### config.mk
export PLATFORM = sky130hd
export DESIGN_NAME = clk_div_multi_flat
export DESIGN_NICKNAME = d
export VERILOG_FILES = /design/src/rtl/clk_div_pkg.sv /design/src/rtl/clk_div_multi_if.sv /design/src/rtl/clk_div_chan.sv /design/src/rtl/clk_div_multi.sv /design/src/flat_wrapper.sv
export SDC_FILE = /design/constraint.sdc
export NUM_CORES = 1
export LEC_CHECK = 0
export ABC_AREA = 1
export CAP_MARGIN = 20
export CORE_MARGIN = 1
export CORE_UTILIZATION = 58
export DETAILED_ROUTE_END_ITERATION = 8
export DONT_BUFFER_PORTS = 1
export PLACE_DENSITY = 0.88
export SYNTH_ARGS = -nofsm -noshare
export SYNTH_HDL_FRONTEND = slang
export SYNTH_SLANG_ARGS = --single-unit
### constraint.sdc
create_clock -name clk -period 1.4 [get_ports clk]
set_input_delay 0.28 -clock clk [delete_from_list [all_inputs] [get_ports clk]]
set_output_delay 0.28 -clock clk [all_outputs]
set_load 0.05 [all_outputs]
### src/rtl/clk_div_pkg.sv
// clk_div_multi shared types and constants
// Mode encoding, default divisors and channel-select width helper
package clk_div_pkg;

    typedef enum logic {
        DIV_PULSE  = 1'b0,
        DIV_SQUARE = 1'b1
    } div_mode_e;

    // Divisors for a 100 MHz base clock
    localparam int unsigned DIV_40K = 2499;
    localparam int unsigned DIV_1M  = 99;

    function automatic int ch_w(input int n);
        return (n > 1) ? $clog2(n) : 1;
    endfunction

endpackage

### src/rtl/clk_div_multi_if.sv
// clk_div_multi control/status bundle
// master drives configuration, slave is the divider
interface clk_div_multi_if
    import clk_div_pkg::*;
#(
    parameter int N_CH  = 2,
    parameter int CNT_W = 16
) ();

    localparam int CH_W = ch_w(N_CH);

    logic [N_CH-1:0]  en;
    logic [N_CH-1:0]  mode;
    logic             div_wr;
    logic [CH_W-1:0]  div_ch;
    logic [CNT_W-1:0] div_val;
    logic             sync;
    logic [N_CH-1:0]  tick;
    logic [N_CH-1:0]  clk_out;
    logic [N_CH-1:0]  upd_pend;

    modport master (
        output en, mode, div_wr, div_ch, div_val, sync,
        input  tick, clk_out, upd_pend
    );

    modport slave (
        input  en, mode, div_wr, div_ch, div_val, sync,
        output tick, clk_out, upd_pend
    );

endinterface

### src/rtl/clk_div_chan.sv
// One divider channel: counter, active/shadow divisor, tick and square out
// Divisor writes while running are deferred to the next terminal count
module clk_div_chan
    import clk_div_pkg::*;
#(
    parameter int          CNT_W   = 16,
    parameter int unsigned DIV_RST = DIV_40K
) (
    input  logic             clk,
    input  logic             rst_n,
    input  logic             i_en,
    input  div_mode_e        i_mode,
    input  logic             i_wr,
    input  logic [CNT_W-1:0] i_val,
    input  logic             i_sync,
    output logic             o_tick,
    output logic             o_clk_out,
    output logic             o_upd_pend
);

    logic [CNT_W-1:0] r_cnt;
    logic [CNT_W-1:0] r_div_act;
    logic [CNT_W-1:0] r_shadow;
    logic             r_upd_pend;
    logic             r_tick;
    logic             r_clk_out;
    logic             w_term;

    assign w_term = (r_cnt == r_div_act);

    // Counter, divisor shadowing and output flops in priority order
    always_ff @(posedge clk or negedge rst_n) begin
        if (!rst_n) begin
            r_cnt      <= '0;
            r_div_act  <= CNT_W'(DIV_RST);
            r_shadow   <= CNT_W'(DIV_RST);
            r_upd_pend <= 1'b0;
            r_tick     <= 1'b0;
            r_clk_out  <= 1'b0;
        end else if (i_sync) begin
            r_cnt     <= '0;
            r_tick    <= 1'b0;
            r_clk_out <= 1'b0;
            if (r_upd_pend) begin
                r_div_act <= r_shadow;
            end
            if (i_wr) begin
                r_shadow   <= i_val;
                r_upd_pend <= 1'b1;
            end else begin
                r_upd_pend <= 1'b0;
            end
        end else if (!i_en) begin
            // Idle channel: nothing to glitch, so divisor lands directly
            r_cnt      <= '0;
            r_tick     <= 1'b0;
            r_clk_out  <= 1'b0;
            r_upd_pend <= 1'b0;
            if (i_wr) begin
                r_div_act <= i_val;
                r_shadow  <= i_val;
            end else if (r_upd_pend) begin
                r_div_act <= r_shadow;
            end
        end else if (w_term) begin
            r_cnt     <= '0;
            r_tick    <= (i_mode == DIV_PULSE);
            r_clk_out <= (i_mode == DIV_SQUARE) ? ~r_clk_out : 1'b0;
            if (r_upd_pend) begin
                r_div_act <= r_shadow;
            end
            // A write coinciding with terminal waits for the next one
            if (i_wr) begin
                r_shadow   <= i_val;
                r_upd_pend <= 1'b1;
            end else begin
                r_upd_pend <= 1'b0;
            end
        end else begin
            r_cnt  <= r_cnt + 1'b1;
            r_tick <= 1'b0;
            if (i_mode == DIV_PULSE) begin
                r_clk_out <= 1'b0;
            end
            if (i_wr) begin
                r_shadow   <= i_val;
                r_upd_pend <= 1'b1;
            end
        end
    end

    assign o_tick     = r_tick;
    assign o_clk_out  = r_clk_out;
    assign o_upd_pend = r_upd_pend;

endmodule

### src/rtl/clk_div_multi.sv
// N-channel programmable tick / square-enable divider
// Decodes divisor writes into per-channel strobes
module clk_div_multi
    import clk_div_pkg::*;
#(
    parameter int          N_CH    = 2,
    parameter int          CNT_W   = 16,
    parameter int unsigned DIV_RST = DIV_40K
) (
    input  logic            clk,
    input  logic            rst_n,
    clk_div_multi_if.slave  bus
);

    localparam int CH_W = ch_w(N_CH);

    logic [N_CH-1:0] w_wr;

    for (genvar i = 0; i < N_CH; i++) begin : g_ch
        // Out-of-range channel numbers match no strobe
        assign w_wr[i] = bus.div_wr && (bus.div_ch == CH_W'(i));

        clk_div_chan #(
            .CNT_W   (CNT_W),
            .DIV_RST (DIV_RST)
        ) u_chan (
            .clk        (clk),
            .rst_n      (rst_n),
            .i_en       (bus.en[i]),
            .i_mode     (div_mode_e'(bus.mode[i])),
            .i_wr       (w_wr[i]),
            .i_val      (bus.div_val),
            .i_sync     (bus.sync),
            .o_tick     (bus.tick[i]),
            .o_clk_out  (bus.clk_out[i]),
            .o_upd_pend (bus.upd_pend[i])
        );
    end

endmodule

### src/flat_wrapper.sv
// flat-port wrapper written by rule: the top's interface ports become plain ports
module clk_div_multi_flat import clk_div_pkg::*;
#(
    parameter int          N_CH    = 2,
    parameter int          CNT_W   = 16,
    parameter int unsigned DIV_RST = DIV_40K
)
  (clk, rst_n, bus_en, bus_mode, bus_div_wr, bus_div_ch, bus_div_val, bus_sync, bus_tick, bus_clk_out, bus_upd_pend);
  clk_div_multi_if #(.N_CH(N_CH), .CNT_W(CNT_W)) bus_i ();
  input  logic clk;
  input  logic rst_n;
  input wire logic [$bits(bus_i.en)-1:0] bus_en;
  input wire logic [$bits(bus_i.mode)-1:0] bus_mode;
  input wire logic [$bits(bus_i.div_wr)-1:0] bus_div_wr;
  input wire logic [$bits(bus_i.div_ch)-1:0] bus_div_ch;
  input wire logic [$bits(bus_i.div_val)-1:0] bus_div_val;
  input wire logic [$bits(bus_i.sync)-1:0] bus_sync;
  output wire logic [$bits(bus_i.tick)-1:0] bus_tick;
  output wire logic [$bits(bus_i.clk_out)-1:0] bus_clk_out;
  output wire logic [$bits(bus_i.upd_pend)-1:0] bus_upd_pend;
  assign bus_i.en = bus_en;
  assign bus_i.mode = bus_mode;
  assign bus_i.div_wr = bus_div_wr;
  assign bus_i.div_ch = bus_div_ch;
  assign bus_i.div_val = bus_div_val;
  assign bus_i.sync = bus_sync;
  assign bus_tick = bus_i.tick;
  assign bus_clk_out = bus_i.clk_out;
  assign bus_upd_pend = bus_i.upd_pend;
  clk_div_multi #(.N_CH(N_CH), .CNT_W(CNT_W), .DIV_RST(DIV_RST)) u_core (.clk(clk), .rst_n(rst_n), .bus(bus_i));
endmodule
==> results of run 1 <==
==> kinds of logic (layout without fill, tap and decap cells) <==
family	Yosys count	in the layout	share of synthesized area, %
DFF	102	102	45.8
xor gates and xnor gates	10	10	1.55
and+or+nand+nor	407	407	29.8
buffers and inverters	140	202	10.7
AOI/OAI and AO/OA	113	113	11.6
adders and majority gates	2	2	0.444
==> cell type report <==
| cell class | count | area [µm²] | share of cell area, % |
|---|---|---|---|
| multi-input combinational | 532 | 2820 | 40.5 |
| sequential | 102 | 2580 | 37.2 |
| timing repair buffer | 84 | 806 | 11.6 |
| inverter | 102 | 383 | 5.51 |
| tap | 129 | 161 | 2.32 |
| clock buffer | 11 | 141 | 2.03 |
| clock inverter | 5 | 57.6 | 0.828 |
==> worst register-to-register path: cells and delay by family (launching register included) <==
| kind | cells | cell delay [ps] |
|---|---|---|
| buffers and inverters | 2 | 240 |
| flip-flops | 1 | 570 |
| AND/OR/NAND/NOR | 9 | 890 |
==> worst min-delay path by stage <==
stage                                         endpoint  startpoint  depth (start not counted)
global placement        u_core.g_ch[1].u_chan.r_cnt[4]       rst_n                          0
finish              u_core.g_ch[1].u_chan.r_div_act[3]       rst_n                          0
floorplan              u_core.g_ch[0].u_chan.o_clk_out       rst_n                          0
detailed placement  u_core.g_ch[1].u_chan.r_div_act[3]       rst_n                          0
CTS                 u_core.g_ch[1].u_chan.r_shadow[13]       rst_n                          0
global route        u_core.g_ch[1].u_chan.r_div_act[9]       rst_n                          0
==> flip-flops by register name, indices dropped and copies added, names as in the netlist <==
signal                         cells
u_core.g_ch.u_chan.o_clk_out       2
u_core.g_ch.u_chan.r_div_act      32
u_core.g_ch.u_chan.r_shadow       32
u_core.g_ch.u_chan.o_tick          2
u_core.g_ch.u_chan.o_upd_pend      2
u_core.g_ch.u_chan.r_cnt          32
==> cell usage after synthesis (2+ instances only) <==
| master | number |
|---|---|
| nand2_1 | 271 |
| inv_1 | 94 |
| dfrtp_1 | 78 |
| o21ai_0 | 69 |
| nor2_1 | 61 |
| nand3_1 | 42 |
| o211ai_1 | 32 |
| dfstp_2 | 24 |
| clkbuf_1 | 18 |
| xor2_1 | 10 |
| nor3_1 | 9 |
| buf_4 | 8 |
| inv_2 | 8 |
| nor2_2 | 8 |
| buf_2 | 7 |
| a21oi_1 | 6 |
| buf_6 | 5 |
| nand4_1 | 5 |
| nand2_2 | 4 |
| a31oi_1 | 3 |
| ha_1 | 2 |
| nand3_2 | 2 |
| nor2_4 | 2 |
| nor3b_2 | 2 |
==> routing by layer <==
layer	part of all wire, %	track usage, %	vias to the layer above	routed length [µm]
met1	38	32.1	2598	5850
met5	0	0	-	0
met4	3.3	10.5	0	511
met3	5.5	4.99	59	848
li1	-	-	2534	-
met2	53	51.3	225	8120
==> through the flow <==
| stage | utilization [%] | hold WS, ps | cells |
|---|---|---|---|
| floorplan | - | -15.6 | 774 |
| global placement | 65.9 | -12.0 | 931 |
| detailed placement | 65.9 | -12.1 | 931 |
| CTS | 70.2 | -417 | 959 |
| global route | 74.5 | -429 | 965 |
| finish | 74.5 | -407 | 965 |
==> power breakdown <==
part / switching, mW / leakage, nW / internal [mW]
Combinational: 1.08 / 1.98 / 0.837
Clock: 1.06 / 0.104 / 0.881
Sequential: 0.251 / 1.27 / 3.36
Total: 2.38 / 3.36 / 5.08
==> repair_timing <==
item	4_1_cts	5_1_grt
gates cloned	2	4
pin swaps	13	27
endpoints found under the setup margin	70	70
hold endpoints to repair	104	102
resized for setup	38	86
setup buffers	8	2
==> reports/summary.txt, run 1 <==
status: finished with violations
violated checks: negative hold slack, negative setup slack
HP Class: in -> async
die height: 101 µm
Chip Width: 101 µm
Post-synth EDFFs: 0
cell depth of the worst flop-to-flop path: 11
#FFs+latches synth: 102
root buffer cell: clkbuf_8
Max Clk Rate: 575 MHz
clk sinks: 102
max-slew violation count: 0
Power Total: 7.46 mW
critical path, cell by cell: inv_2 > nand2_2 > nand2_2 > nor2_2 > nand2_2 > nor2_4 > nand2_4 > nand2_8 > clkbuf_16 > nand2_2 > nand2_1
CTS tree: done
clk_lat worst skew: 380 ps
Via density: 5.61
CP max-delay cell: dfstp_2
Post-Syn Instances: 774
gr ovfl total: 0
via count: 5416
pre-CTS setup slack: -176 ps
Final setup viols: 70
routed wire length per instance: 15.9 µm
register area share after synthesis: 45.8%
post-route cell area: 0.00695 mm²
Syn Std Cell Area: 0.00563 mm²
final worst setup slack: -338 ps
Levels on crit path: 11
Worst Max-Slew Pin Slew: 686 ps
Clk pin slew, worst setup/hold paths: 100 ps
Setup TNS Final: -16780 ps
Final nets: 858
IO Pins: 31
commonest non-fill, non-tap cells in the layout: nand2_1 (225), inv_1 (85), dfrtp_1 (78), o21ai_0 (68), buf_4 (64)
synth-to-layout area growth: 23.3%
Fillers: 571
Critical Path Sink: u_core.g_ch[0].u_chan.r_div_act[9]
peak supply drop: 0.634 mV
Worst slew margin: 54.1%
largest net degree at the start of global routing: 103
syn_area_per_cell: 7.28 µm²
GP Congestion: 0.884
1st-iter DRT viols: 387
crit-path leading delay family: simple AND/OR/NAND/NOR gates
endpoint type of the worst setup path: register
share of layout cells above drive strength 1: 27.5%
vias in the first global route: 4987
total CTS buffers: 9
Synth area leader: dfrtp_1
Placement Cell Area: 0.00615 mm²
core area: 0.00933 mm²
maximum buffer depth of the clock tree: 2
main flop type after synthesis: dfrtp_1
buffers plus inverters on the worst setup path: 2
R2R Path End: u_core.g_ch[0].u_chan.r_div_act[9]
asr flop ratio synth: 100%
Hold-fix buffers, CTS: 2
Ys Warns: 0
post-synth net total: 801
min Tclk post-route: 1740 ps
smallest hold slack: -407 ps
Antenna Nets Post-Route: 0
first-pass detailed-route iteration total: 7
Reg-to-Reg Start: u_core.g_ch[0].u_chan.r_div_act[11]
# Max-Cap Violations: 0
initial antenna violation count: 0
RSZ-0062 raised after global routing: yes
All-Layer GR Usage: 27.8%
initial core utilization: 60.4%
CP Launch Type: register
commonest non-fill, non-tap cell in the layout: nand2_1
Yosys top cell area share: 34.6%
CP arrival: 2060 ps
Synth cell types: 28
Most common cell on crit path: nand2_2
detailed placement HPWL: 9070 µm
register-to-register setup slack: -340 ps
CP required: 1720 ps
H-tree Lvls: 3
first-pass GRT wire length: 22300 µm
die area: 0.0101 mm²
final worst-path cycle share: 124%
Synth area leaders: dfrtp_1 (35%), nand2_1 (18%), dfstp_2 (11%)
WL final: 15300 µm
Fin. Hold Viols: 102
ANT cells: 0
leakage: 3.36 nW
IO Port Bufs: 0
row count: 35
Critical Path Max Stage Delay: 570 ps
Remaining DRCs: 0
PwrDens: 1070 mW/mm²
Worst Setup SP: u_core.g_ch[0].u_chan.r_div_act[11]
Crit Path Category: reg -> reg
peak fanout along the critical path: 8
Max Clock Skew: 8.60 ps
Power figures use the tool's default switching activity.
==> run 2: changes to the inputs <==
--- a/config.mk
+++ b/config.mk
@@ -8,10 +8,10 @@
 export ABC_AREA = 1
 export CAP_MARGIN = 20
 export CORE_MARGIN = 1
-export CORE_UTILIZATION = 58
+export CORE_UTILIZATION = 25
 export DETAILED_ROUTE_END_ITERATION = 8
 export DONT_BUFFER_PORTS = 1
-export PLACE_DENSITY = 0.88
+export PLACE_DENSITY = 0.52
 export SYNTH_ARGS = -nofsm -noshare
 export SYNTH_HDL_FRONTEND = slang
 export SYNTH_SLANG_ARGS = --single-unit
==> run 2 against run 1 <==
Effect of this change:
- the flow finishes with violations (design-rule violations, negative hold slack, negative setup slack)
- total power rose by 8.4%
- global-route usage fell by 16 points
- final cell count rose by 19%
- clock skew is 0.83 ps lower
- clock-buffer cell count increased by 2
- sequential power about the same
- clock power rose by 35%
- critical endpoint is now u_core.g_ch[1].u_chan.r_div_act[13]
- largest cell class unchanged
- largest power group unchanged
==> reports/summary.txt, run 2 (synthesis gave the netlist of run 1 again) <==
status: finished with violations (unchanged)
violated checks: design-rule violations, negative hold slack, negative setup slack (was negative hold slack, negative setup slack)
Critical Path Max Stage Delay: 540 ps (was 570 ps)
Hold-fix buffers, CTS: 2 (unchanged)
core area: 0.0220 mm² (was 0.00933 mm²)
synth-to-layout area growth: 31.8% (was 23.3%)
Placement Cell Area: 0.00664 mm² (was 0.00615 mm²)
CP Launch Type: register (unchanged)
Clk pin slew, worst setup/hold paths: 70 ps (was 100 ps)
GP Congestion: 0.752 (was 0.884)
IO Pins: 31 (unchanged)
ANT cells: 0 (unchanged)
Worst slew margin: 65.2% (was 54.1%)
RSZ-0062 raised after global routing: yes (unchanged)
initial core utilization: 25.7% (was 60.4%)
H-tree Lvls: 3 (unchanged)
PwrDens: 1090 mW/mm² (was 1070 mW/mm²)
register-to-register setup slack: -170 ps (was -340 ps)
Chip Width: 152 µm (was 101 µm)
Worst Max-Slew Pin Slew: 521 ps (was 686 ps)
CP max-delay cell: dfstp_2 (unchanged)
initial antenna violation count: 0 (unchanged)
die height: 152 µm (was 101 µm)
Remaining DRCs: 6 (was 0)
smallest hold slack: -379 ps (was -407 ps)
via count: 4927 (was 5416)
IO Port Bufs: 0 (unchanged)
peak supply drop: 0.481 mV (was 0.634 mV)
detailed placement HPWL: 9450 µm (was 9070 µm)
top flop regs: u_core.g_ch.u_chan.r_cnt: 32 flops, u_core.g_ch.u_chan.r_div_act: 32 flops, u_core.g_ch.u_chan.r_shadow: 32 flops (unchanged)
share of layout cells above drive strength 1: 28.0% (was 27.5%)
final cell count without fillers: 1147 (was 965)
Crit Path Category: reg -> reg (unchanged)
vias in the first global route: 4626 (was 4987)
routed wl met2: 6650 µm (was 8120 µm)
Via density: 4.30 (was 5.61)
Antenna Nets Post-Route: 0 (unchanged)
Worst Setup SP: u_core.g_ch[1].u_chan.r_div_act[1] (was u_core.g_ch[0].u_chan.r_div_act[11])
post-route cell area: 0.00743 mm² (was 0.00695 mm²)
Max Clock Skew: 7.77 ps (was 8.60 ps)
final worst-path cycle share: 112% (was 124%)
All-Layer GR Usage: 12.2% (was 27.8%)
placed cells: 1119 (was 931)
min Tclk post-route: 1570 ps (was 1740 ps)
peak fanout along the critical path: 7 (was 8)
endpoint type of the worst setup path: register (unchanged)
row count: 54 (was 35)
final worst setup slack: -173 ps (was -338 ps)
Final nets: 889 (was 858)
max-slew violation count: 0 (unchanged)
root buffer cell: clkbuf_16 (was clkbuf_8)
Final setup viols: 70 (unchanged)
Max Clk Rate: 636 MHz (was 575 MHz)
CP required: 1690 ps (was 1720 ps)
metal3 WL: 351 µm (was 848 µm)
Reg-to-Reg Start: u_core.g_ch[1].u_chan.r_div_act[1] (was u_core.g_ch[0].u_chan.r_div_act[11])
critical path, cell by cell: inv_2 > nand2_1 > nand2_1 > nor2_1 > nand2_1 > nor2_4 > nand2_4 > nand2_8 > clkbuf_16 > nand2_2 > nand2_1 (was inv_2 > nand2_2 > nand2_2 > nor2_2 > nand2_2 > nor2_4 > nand2_4 > nand2_8 > clkbuf_16 > nand2_2 > nand2_1)
commonest non-fill, non-tap cells in the layout: nand2_1 (237), buf_4 (96), inv_1 (86), dfrtp_1 (78), o21ai_0 (68) (was nand2_1 (225), inv_1 (85), dfrtp_1 (78), o21ai_0 (68), buf_4 (64))
pre-CTS setup slack: -170 ps (was -176 ps)
R2R Path End: u_core.g_ch[1].u_chan.r_div_act[13] (was u_core.g_ch[0].u_chan.r_div_act[9])
M1 WL: 6770 µm (was 5850 µm)
die area: 0.0231 mm² (was 0.0101 mm²)
maximum buffer depth of the clock tree: 2 (unchanged)
crit-path leading delay family: simple AND/OR/NAND/NOR gates (unchanged)
1st-iter DRT viols: 267 (was 387)
WL final: 13900 µm (was 15300 µm)
largest net degree at the start of global routing: 103 (unchanged)
HP Class: in -> async (unchanged)
gr ovfl total: 0 (unchanged)
commonest non-fill, non-tap cell in the layout: nand2_1 (unchanged)
CP arrival: 1860 ps (was 2060 ps)
first-pass GRT wire length: 23200 µm (was 22300 µm)
Levels on crit path: 11 (unchanged)
Setup TNS Final: -10120 ps (was -16780 ps)
leakage: 3.55 nW (was 3.36 nW)
CTS tree: done (unchanged)
# Max-Cap Violations: 0 (unchanged)
total CTS buffers: 9 (unchanged)
Critical Path Sink: u_core.g_ch[1].u_chan.r_div_act[13] (was u_core.g_ch[0].u_chan.r_div_act[9])
cell depth of the worst flop-to-flop path: 11 (unchanged)
Fin. Hold Viols: 102 (unchanged)
buffers plus inverters on the worst setup path: 2 (unchanged)
Most common cell on crit path: nand2_1 (was nand2_2)
routed wire length per instance: 12.1 µm (was 15.9 µm)
first-pass detailed-route iteration total: 6 (was 7)
clk sinks: 102 (unchanged)
clk_lat worst skew: 350 ps (was 380 ps)
top layer in use: met4 (unchanged)
-- run 2: cell types whose count changed in the layout (fill, tap and decap cells not counted), sizes merged --
cell,before,now
buf,79,108
clkinv,3,1
clkinvlp,0,1
clkbuf,14,18
inv,103,102
-- run 2: worst min path at each step --
| stage | start | endpoint | slack, ps | cells past startpoint |
|---|---|---|---|---|
| finish | rst_n | u_core.g_ch[1].u_chan.r_cnt[5] | -380 | 0 |
| floorplan | rst_n | u_core.g_ch[0].u_chan.o_clk_out | -20 | 0 |
| global placement | rst_n | u_core.g_ch[1].u_chan.r_cnt[4] | -9 | 0 |
| CTS | rst_n | u_core.g_ch[1].u_chan.r_cnt[5] | -390 | 0 |
| detailed placement | rst_n | u_core.g_ch[1].u_chan.r_cnt[5] | -8 | 0 |
| global route | rst_n | u_core.g_ch[1].u_chan.o_clk_out | -400 | 0 |
-- run 2: per-layer routing --
layer  vias up  track usage, %
met5         -               0
met1      2270            16.4
met4         0            2.92
met3         8            2.57
li1       2603               -
met2        46            19.9
-- run 2: what timing repair did --
action	CTS	global route
endpoints found under the hold margin	104	102
cloned	0	5
buffers inserted	3	2
pin swaps	4	20
endpoints found under the setup margin	70	70
resized for setup	15	78
-- run 2: area by class of cell --
cell class / count / area [µm²]
Fill cell: 2279 / 14500
Inverter: 102 / 383
Tap cell: 280 / 350
Timing Repair Buffer: 115 / 1080
Clock buffer: 13 / 260
Clock inverter: 3 / 42.5
Multi-Input combinational cell: 532 / 2730
Sequential cell: 102 / 2580
-- run 2: power by group --
group,switching [mW],internal (mW)
Combinational,0.948,0.949
Sequential,0.225,3.36
Clock,1.12,1.48
-- run 2: through the flow --
step / power [mW] / utilization, %
after detailed placement: 5.32 / 30.2
after global placement: 5.30 / 30.2
final: 8.09 / 33.8
after floorplan: 4.62 / -
after global routing: 8.62 / 33.8
after CTS: 8.00 / 32.0
